===== config.mk =====
export PLATFORM = sky130hd
export DESIGN_NAME = mem_port_arbiter
export DESIGN_NICKNAME = d
export VERILOG_FILES = /design/src/rtl/mem_port_arbiter.sv
export SDC_FILE = /design/constraint.sdc
export NUM_CORES = 1
export LEC_CHECK = 0
export ABC_AREA = 0
export CORE_ASPECT_RATIO = 0.9
export CORE_MARGIN = 1
export CORE_UTILIZATION = 34
export DETAILED_ROUTE_END_ITERATION = 10
export GPL_ROUTABILITY_DRIVEN = 0
export PLACE_DENSITY = 0.88
export SETUP_SLACK_MARGIN = 0.1
export SLEW_MARGIN = 0
export SYNTH_ARGS = -nofsm -noshare
export SYNTH_HDL_FRONTEND = slang
export SYNTH_SLANG_ARGS = --single-unit
export TNS_END_PERCENT = 20

===== constraint.sdc =====
create_clock -name clock -period 1.6 [get_ports clock]
set_input_delay 0.48 -clock clock [delete_from_list [all_inputs] [get_ports clock]]
set_output_delay 0.48 -clock clock [all_outputs]
set_load 0.01 [all_outputs]

===== src/rtl/mem_port_arbiter.sv =====
`default_nettype none
// ============================================================================
// Module      : mem_port_arbiter
// Description : Shares one single-port synchronous memory between the CPU
//               datapath port and an external loader/debug (EXT) port. Grants
//               at most one access per clock, registers the memory command
//               and steers read data back to the owner through a two-stage
//               tag pipeline.
// Revision    : 1.0 - initial release
// ----------------------------------------------------------------------------
// Parameters  : AW      - address width
//               DW      - data width
//               AGE_LIM - denied EXT cycles before EXT is forced to win (1..15)
// Ports       : clock, reset (async, active-low)
//               cpu_*/ext_* req, wr, addr, wdata  - requester command inputs
//               ext_lock                          - EXT exclusive ownership
//               cpu_gnt/ext_gnt                   - combinational grants
//               cpu_rvalid/rdata, ext_rvalid/rdata - routed read return
//               mem_en, mem_we, mem_addr, mem_wdata - registered RAM command
//               mem_rdata                         - RAM read data
//               locked                            - high while EXT owns memory
// Build macro : MEM_ARB_AGING_EN - enables the EXT anti-starvation counter
// ============================================================================
module mem_port_arbiter #(
    parameter int AW      = 5,
    parameter int DW      = 8,
    parameter int AGE_LIM = 4
) (
    input  logic          clock,
    input  logic          reset,
    input  logic          cpu_req,
    input  logic          cpu_wr,
    input  logic [AW-1:0] cpu_addr,
    input  logic [DW-1:0] cpu_wdata,
    input  logic          ext_req,
    input  logic          ext_wr,
    input  logic [AW-1:0] ext_addr,
    input  logic [DW-1:0] ext_wdata,
    input  logic          ext_lock,
    output logic          cpu_gnt,
    output logic          ext_gnt,
    output logic          cpu_rvalid,
    output logic          ext_rvalid,
    output logic [DW-1:0] cpu_rdata,
    output logic [DW-1:0] ext_rdata,
    output logic          mem_en,
    output logic          mem_we,
    output logic [AW-1:0] mem_addr,
    output logic [DW-1:0] mem_wdata,
    input  logic [DW-1:0] mem_rdata,
    output logic          locked
);

    localparam logic [3:0] C_AGE_MAX = 4'(AGE_LIM);

    typedef enum logic [0:0] {
        ST_ARB  = 1'b0,
        ST_LOCK = 1'b1
    } state_t;

    state_t r_state;
    logic   w_cpu_gnt;
    logic   w_ext_gnt;
    logic   w_acc;
    logic   w_wr;
    logic   w_ext_force;
    logic   r_s1_rd;     // stage 1: command on the bus is a read
    logic   r_s1_ext;    // stage 1: command owner is EXT
    logic   r_s2_cpu;    // stage 2: RAM data this cycle belongs to CPU
    logic   r_s2_ext;    // stage 2: RAM data this cycle belongs to EXT

`ifdef MEM_ARB_AGING_EN
    logic [3:0] r_age_cnt;

    assign w_ext_force = ext_req && (r_age_cnt == C_AGE_MAX);

    // Counts cycles EXT waits; saturates so the force stays asserted until EXT wins.
    always_ff @(posedge clock or negedge reset) begin
        if (!reset) begin
            r_age_cnt <= 4'd0;
        end else if (ext_req && !w_ext_gnt) begin
            if (r_age_cnt != C_AGE_MAX) begin
                r_age_cnt <= r_age_cnt + 4'd1;
            end
        end else begin
            r_age_cnt <= 4'd0;
        end
    end
`else
    // Strict CPU priority: AGE_LIM is always 1..15, so this is constant 0.
    assign w_ext_force = ext_req && (C_AGE_MAX == 4'd0);
`endif

    // Grants are gated by reset so nothing is offered while the block is held.
    always_comb begin
        w_cpu_gnt = 1'b0;
        w_ext_gnt = 1'b0;
        if (reset) begin
            if (r_state == ST_LOCK) begin
                w_ext_gnt = ext_req;
            end else if (w_ext_force) begin
                w_ext_gnt = 1'b1;
            end else if (cpu_req) begin
                w_cpu_gnt = 1'b1;
            end else begin
                w_ext_gnt = ext_req;
            end
        end
    end

    assign w_acc   = w_cpu_gnt || w_ext_gnt;
    assign w_wr    = w_ext_gnt ? ext_wr : cpu_wr;
    assign cpu_gnt = w_cpu_gnt;
    assign ext_gnt = w_ext_gnt;

    always_ff @(posedge clock or negedge reset) begin
        if (!reset) begin
            r_state   <= ST_ARB;
            mem_en    <= 1'b0;
            mem_we    <= 1'b0;
            mem_addr  <= '0;
            mem_wdata <= '0;
            r_s1_rd   <= 1'b0;
            r_s1_ext  <= 1'b0;
            r_s2_cpu  <= 1'b0;
            r_s2_ext  <= 1'b0;
        end else begin
            case (r_state)
                ST_ARB: begin
                    if (w_ext_gnt && ext_lock) begin
                        r_state <= ST_LOCK;
                    end
                end
                ST_LOCK: begin
                    if (!ext_lock) begin
                        r_state <= ST_ARB;
                    end
                end
                default: r_state <= ST_ARB;
            endcase

            if (w_acc) begin
                mem_en    <= 1'b1;
                mem_we    <= w_wr;
                mem_addr  <= w_ext_gnt ? ext_addr  : cpu_addr;
                mem_wdata <= w_ext_gnt ? ext_wdata : cpu_wdata;
            end else begin
                mem_en <= 1'b0;
                mem_we <= 1'b0;
            end

            // Tag travels with the command, then lines up with RAM output data.
            r_s1_rd  <= w_acc && !w_wr;
            r_s1_ext <= w_ext_gnt;
            r_s2_cpu <= r_s1_rd && !r_s1_ext;
            r_s2_ext <= r_s1_rd && r_s1_ext;
        end
    end

    assign locked     = (r_state == ST_LOCK);
    assign cpu_rvalid = r_s2_cpu;
    assign ext_rvalid = r_s2_ext;
    assign cpu_rdata  = r_s2_cpu ? mem_rdata : '0;
    assign ext_rdata  = r_s2_ext ? mem_rdata : '0;

endmodule
`default_nettype wire


### Yosys cells after proc, flatten, opt, wreduce, memory -nomap -nowiden

Index checks and enable logic that the tools add are counted.

| word-level totals | value |
|---|---|
| output and inout port bits | 36 |
| register bits | 20 |
| word-level logic and storage cells | 33 |
| input port bits | 41 |

| operators by class | value |
|---|---|
| bitwise logic cells | 1 |
| muxes and demuxes | 16 |
| reductions and logical operators | 7 |

Operators by type and width:

| cell | count |
|---|---|
| 8-bit 2-to-1 mux | 3 |
| 1-bit 2-to-1 mux | 11 |
| 5-bit 2-to-1 mux | 1 |
| 1-bit logical AND | 4 |
| 1-bit zero test | 2 |
| 1-bit one-hot mux with 2 select lines | 1 |
| 1-bit logical OR | 1 |
| 1-bit inverter | 1 |

### Depth between registers and ports, before layout

| depth | value |
|---|---|
| word-level depth | 6 |
| mapped depth | 5 |

### Worst setup path before layout

OpenSTA, ideal clock, no wires.

| timing | value |
|---|---|
| path type | input -> output |
| start point | input reset |
| end point | output cpu_gnt |
| slack | 0.004 ns |
| cell stages on the path | 3 |
| data arrival time | 1.116 ns |
| path through | buf_2 > clkbuf_1 > and2_1 |

| on the way | value |
|---|---|
| word-level cells in the longest chain between the ends | 1 |

RTL lines:

| what | RTL line | text |
|---|---|---|
| from (decl) | 30 | `input logic reset,` |
| 1-bit 2-to-1 mux | 98 | `if (reset) begin` |
| to (decl) | 40 | `output logic cpu_gnt,` |

No other way between the ends.

### Final worst setup path

| timing | value |
|---|---|
| start point | register r_state, in the netlist locked |
| end point | output cpu_gnt |

| on the way | value |
|---|---|
| word-level cells in the longest chain between the ends | 2 |

RTL lines:

| what | RTL line | text |
|---|---|---|
| from (decl) | 61 | `state_t r_state;` |
| from (signal assigned) | 118 | `r_state <= ST_ARB;` |
| from (signal assigned) | 131 | `r_state <= ST_LOCK;` |
| from (signal assigned) | 136 | `r_state <= ST_ARB;` |
| 1-bit 2-to-1 mux | 99 | `if (r_state == ST_LOCK) begin` |
| 1-bit 2-to-1 mux | 98 |  |

No other way between the ends.

==> flow_metrics.py <==
metrics = {
    "layout": {
        "drive_gt1_share_pct": 29.50,
        "multi_input_area_um2": 583.1,
        "final_nets": 242,
        "area_delta_synth_final_pct": 95.82,
        "stdcell_area_um2": 2112,
        "nFillCells": 244,
        "diodes": 0,
        "regArea_um2": 503.0,
    },
    "grt": {
        "grt_pass1_vias": 1217,
        "antenna_found_initial": 0,
        "grt_usage_pct": 22.57,
        "grt_overflow_total": 0,
        "grt_pass1_wl_mm": 5.595,
        "grt_max_degree": 21,
    },
    "worst_setup_path": {
        "criticalPathCategory": "reg2out",
        "critPathCaptureType": "primary output",
        "cp_data_arrival_time_ns": 1.24,
        "regToRegSetupSlack_ns": 0.03,
        "cp_data_required_time_ns": 1.12,
        "critPathLaunchType": "flop",
        "crit_fanout": 4,
    },
    "synthesis": {
        "synth_mux_area_share_pct": 0,
        "synth_area_leaders": "dfrtp_1 46%, a22o_1 11%, and2_1 10%",
        "yosys.area_share.adder_pct": 0,
        "syn-num-nets": 153,
        "synth_seq_cells": 20,
        "yosys.area_share.simple_pct": 29.70,
        "synth_top_area_share_pct": 46.40,
        "ys_seq_area_share_pct": 46.40,
        "syn_inst": 112,
        "ys.warnings.count": 0,
        "synth_xor_area_share_pct": 0,
        "syn_area_per_cell_um2": 9.630,
        "synth_compound_area_share_pct": 19.49,
        "synth_top_family_by_area": "simple AND/OR/NAND/NOR gates",
        "yosysTopAreaCell": "dfrtp_1",
        "synthesis.area_um2": 1079,
        "ys_types": 21,
    },
    "drt": {
        "drt-total-wl_mm": 3.706,
        "drt_iter0_markers": 26,
        "routedWlPerCell_um": 15.31,
        "vias": 1237,
        "drt_pass1_iterations": 4,
        "vias_per_cell": 5.112,
        "ant_nets": 0,
        "drcViolationCount": 0,
    },
    "timing": {
        "grt_setup_unrepaired": "yes",
        "period_share_pct": 107.7,
        "worst_pin_slew_ns": 0.2250,
        "hold_ws_ns": 0.3038,
        "fin_tns_setup_ns": -0.3635,
        "setup_viol": 12,
        "timing.final.max_slew_violations": 0,
        "max_freq_mhz": 580.1,
        "hold_viol_final": 0,
        "period_minus_slack_ns": 1.724,
        "slew_headroom_pct": 85.00,
        "timing.final.ws_setup_ns": -0.1240,
        "skew_ns": 0.008618,
    },
    "clocking": {
        "numCtsBuffers": 3,
        "ctsHoldBuffers": 0,
        "path_clk_slew_ns": 0.11,
        "clk-insertion-delay-late_ns": 0.30,
        "root_buffer": "clkbuf_4",
        "h-tree-depth": 1,
        "clockBufferDepth": 2,
        "clock_sinks": 20,
        "cts_tree": "built",
    },
    "placement": {
        "placed_area_um2": 1923,
        "place_ws_ns": -0.7315,
        "dp_hpwl_mm": 2.711,
        "portBuffers": 76,
    },
    "floorplan": {
        "core-area_um2": 3043,
        "fp.dieW_um": 61.37,
        "fp.dieH_um": 55.43,
        "fp-row-count": 19,
        "dieArea_um2": 3402,
        "ioPinCount": 77,
        "start_util_pct": 35.44,
    },
    "outcome": {
        "status": "finished, violations left",
        "violations": "setup timing",
    },
    "power_and_ir_drop": {
        "irDropWorstVdd_mv": 0.5934,
        "powerDensity_nw_per_um2": 688.4,
        "leakage_nw": 0.9932,
    },
    "job": {
        "maxCapViolCount": 0,
    },
    "hold_path": {
        "hp-class": "in2async",
    },
}
==> kinds of logic (layout without fill, tap and decap cells) <==
| logic type | after synthesis | count (layout) |
|---|---|---|
| buffers and inverters | 9 | 97 |
| DFF | 20 | 20 |
| AOI/OAI and AO/OA | 30 | 30 |
| and+or+nand+nor | 53 | 53 |
==> layout by cell type, fill, tap and decap left out, types with 2 or more instances in the layout <==
master and instances:
dlygate4sd2_1 16, clkdlybuf4s15_1 13, dfrtp_1 18, and2_1 2, clkbuf_4 3, buf_4 10, a22o_1 13, buf_12 2
nand2_1 14, o21a_1 2, dfrtp_2 2, clkdlybuf4s50_1 29, buf_6 21, and2_4 16, o21ai_0 13, nand3b_1 13
==> power breakdown <==
group / switching [mW] / internal (mW) / total (mW)
clock network: 0.163 / 0.253 / 0.416
logic: 0.178 / 0.268 / 0.445
registers: 0.0336 / 0.559 / 0.593
==> registers in the layout (all words and copies together) (netlist names) <==
name	cells
mem_wdata	8
mem_addr	5
cpu_rvalid	1
ext_rvalid	1
locked	1
mem_en	1
mem_we	1
r_s1_ext	1
r_s1_rd	1
==> final cells by class <==
| type | instances | share of cell area [%] |
|---|---|---|
| clock buffers | 3 | 1.066 |
| well taps | 42 | 2.488 |
| repair buffers | 92 | 43.42 |
| flip-flops and latches | 20 | 23.82 |
| clock inverters | 1 | 1.422 |
| inverters | 1 | 0.1777 |
| multi-input cells | 83 | 27.61 |
==> path summary, 6_finish.rpt <==
path | from | end | cells past startpoint
min in group clock | r_s1_ext$_DFF_PN0_ | cpu_rvalid$_DFF_PN0_ | 1
worst max-delay path | locked$_DFF_PN0_ | cpu_gnt | 4
worst max register to register | locked$_DFF_PN0_ | mem_addr[0]$_DFFE_PN0P_ | 8
worst min register to register | r_s1_ext$_DFF_PN0_ | cpu_rvalid$_DFF_PN0_ | 1
max in group asynchronous | reset | locked$_DFF_PN0_ | 2
worst min-delay path | reset | r_s1_ext$_DFF_PN0_ | 2
==> synthesized netlist by cell type <==
cell type / n
dfrtp_1: 20
nor2_1: 1
buf_6: 1
inv_1: 1
clkbuf_1: 2
a21boi_0: 1
and2_1: 18
buf_2: 5
nor2b_4: 1
nand3b_1: 13
nor2b_1: 1
o21a_1: 2
nand2_1: 14
o21ai_0: 13
and3b_1: 1
nor3b_1: 1
a22o_1: 13
nand3_1: 1
and3_1: 1
o21ai_2: 1
nand2b_1: 1
==> per-layer routing <==
metal  global-route usage [%]  vias up  part of all wire, %
met1                    24.16      613                   38
met2                    43.01       49                   56
li1                         -      569                    -
met3                    2.810        6                  4.3
met5                        0        -                    0
met4                    8.254        0                  2.1
==> worst max-delay path, stage by stage (launching register included) <==
cell     delay, ns
dfrtp_2       0.45
buf_6         0.13
nor2b_4       0.12
and2_4        0.15
buf_6         0.10
==> metrics by stage <==
stage	total power, mW	utilization, %	std cells
floorplan	0.7545	-	112
CTS	1.437	66.82	240
global placement	1.026	63.20	232
detailed placement	1.042	63.20	232
global route	1.523	69.41	242
finish	1.454	69.41	242
==> what timing repair did <==
| item | 4_1_cts | 5_1_grt |
|---|---|---|
| gates resized for setup | 135 | 23 |
| endpoints found under the setup margin | 49 | 47 |
| buffers inserted | 4 | 2 |
| pin swaps | 2 | 6 |
| endpoints found under the hold margin | 0 | 0 |
Power figures use the tool's default switching activity.
==> RTL edit, RTL diff (same flow settings) <==
Change the parameter `DW` from 8 to 10.
--- a/src/rtl/mem_port_arbiter.sv
+++ b/src/rtl/mem_port_arbiter.sv
@@ -23,7 +23,7 @@
 // ============================================================================
 module mem_port_arbiter #(
     parameter int AW      = 5,
-    parameter int DW      = 8,
+    parameter int DW      = 10,
     parameter int AGE_LIM = 4
 ) (
     input  logic          clock,
Interface: changed (6 resized); port bits go from 77 to 89. The function was not compared with the original's and may differ.
==> RTL edit against the unedited design <==
Utilization down 0.98 points; largest cell class unchanged; sequential cell count grew 2; hold slack lost 0.10 ns; largest power group unchanged; synthesized cell count rose by 14%; critical endpoint is now ext_gnt; routed wire length fell by 4.5%; sequential power up 9.8%; non-clock buffer count increased by 15; total power increased by 13%; final area up 11%; clock skew fell by 0.0023 ns; synthesized area increased by 15%; worst setup slack better by 0.13 ns.
==> RTL edit: results (changes against the unedited design) <==
* Maximum vdd drop at 0.3666 mV (-38%)
* First-pass GRT wire length at 5685 µm (+1.6%)
* Root Driver: clkbuf_8
* Worst r2r path cells at 5 (-3)
* Largest regs: mem_wdata: 10 flops, mem_addr: 5 flops
* Clock skew at 0.006271 ns (-0.002346 ns)
* Post-DP HPWL at 2694 µm (-0.63%)
* GRT Util Overall at 19.08% (-3.5 points)
* Mapped Nets at 175 (+14%)
* Reg2reg end: mem_addr[2]
* Top post-synthesis cells by area: dfrtp_1, and2_1, a22o_1
* Critical Path AT at 1.12 ns (-0.12 ns)
* Vias per cell at 4.941 (-3.3%)
* Min-delay worst type: in2async
* R2R Path Start: locked
* Async SR Flop Fraction at 100.0% (unchanged)
* Sequential fraction of the synthesis area at 44.53% (-1.9 points)
* Max-slew headroom at 80.89% (-4.1 points)
* Leak at 1.144 nW (+15%)
* Clock buffer depth at 2 (unchanged)
* # nets final at 277 (+14%)
* Internal power at 0.001236 W (+14%)
* Layout fillers at 280 (+15%)
* Clock slew at reported path FFs at 0.09 ns (-0.02 ns)
* H-tree depth at 1 (unchanged)
* Status: complete, no violations
* WL final at 3538 µm (-4.5%)
* Post-Place Setup Slack at -0.7654 ns (-0.03393 ns)
* Synth unique cells at 21 (unchanged)
* Commonest cells in the synthesized netlist: and2_1, dfrtp_1, nand2_1
* Slowest CP cell: dfrtp_2
* Largest net degree at the start of global routing at 27 (+29%)
* Vias in the first global route at 1306 (+7.3%)
* First-pass DRT Iterations at 4 (unchanged)
* Initial antenna violation count at 0 (unchanged)
* Crit-path leading delay family: flip-flops
* Share of cells above drive strength 1 at 31.88% (+2.4 points)
* Clock latency on the worst-skew pair at 0.26 ns (-0.04 ns)
* Max FO, Critical Path at 4 (unchanged)
* # port buffers at 88 (+16%)
* TritonCTS Buffers at 3 (unchanged)
* R2R Setup Slk at 0.22 ns (+0.19 ns)
* Yosys top cell by area: dfrtp_1
* DR iter-0 viols at 19 (-27%)
* Post-synth EDFFs at 0 (unchanged)
* Endpoints failing setup at 0 (-12)
[RTL edit: logic make-up (layout without fill, tap and decap cells)]
group	Yosys count	in the layout	share of synthesized area, %
compound gates	34	34	19.84
buf+inv	11	112	5.464
flops	22	22	44.53
simple gates	61	61	30.16
[RTL edit: what timing repair did]
| action | CTS | global route |
|---|---|---|
| buffers inserted | 3 | 1 |
| endpoints found under the setup margin | 59 | 23 |
| endpoints found under the hold margin | 0 | 0 |
| pin swaps | 9 | 7 |
| resized for setup | 137 | 33 |
| hold buffers | 0 | 0 |
[RTL edit: per-stage QoR]
| step | TNS (ns) | std cells | utilization [%] | hold slack [ns] | area (µm²) |
|---|---|---|---|---|---|
| after floorplan | 0 | 128 | - | 0.1844 | 1249 |
| after global placement | -17.31 | 265 | 64.71 | 0.4261 | 2218 |
| after detailed placement | -17.99 | 265 | 64.71 | 0.4282 | 2218 |
| after CTS | -0.009669 | 272 | 64.49 | 0.1999 | 2211 |
| after global routing | -0.05739 | 273 | 68.43 | 0.2003 | 2346 |
| final | 0 | 273 | 68.43 | 0.2008 | 2346 |
[RTL edit: how the worst max path moves through the flow]
stage | to | from | slack [ns]
2_1_floorplan | cpu_gnt | cpu_req | 0.004
3_3_place_gp | cpu_gnt | cpu_req | -0.75
3_5_place_dp | cpu_gnt | cpu_req | -0.77
4_1_cts | ext_gnt | locked | -0.01
5_1_grt | ext_gnt | locked | -0.04
6_report | ext_gnt | locked | 0.002
[RTL edit: power by group through the flow]
stage,clock network [W],registers [W],logic [W]
3_5_place_dp,0,0.000665,0.000504
6_report,0.000517,0.000651,0.000477
5_1_grt,0.000551,0.000659,0.000519
4_1_cts,0.000518,0.000651,0.000460
3_3_place_gp,0,0.000664,0.000495
2_1_floorplan,0,0.000689,0.000161
[RTL edit: per-layer routing]
layer	part of all wire (%)	track usage, %	wire (µm)	vias up
met4	0.28	4.969	10	0
met2	52	37.41	1842	55
met1	40	20.02	1424	649
li1	-	-	-	643
met5	0	0	0	-
met3	7.3	5.000	260	2
[RTL edit: final cells by class]
type | count | area, µm² | area share (%)
Clock buffer | 3 | 41.29 | 1.760
Clock inverter | 1 | 30.03 | 1.280
Inverter | 1 | 3.754 | 0.1600
Multi-Input combinational cell | 95 | 673.1 | 28.69
Sequential cell | 22 | 554.3 | 23.63
Tap cell | 44 | 55.05 | 2.347
Timing Repair Buffer | 107 | 988.4 | 42.13
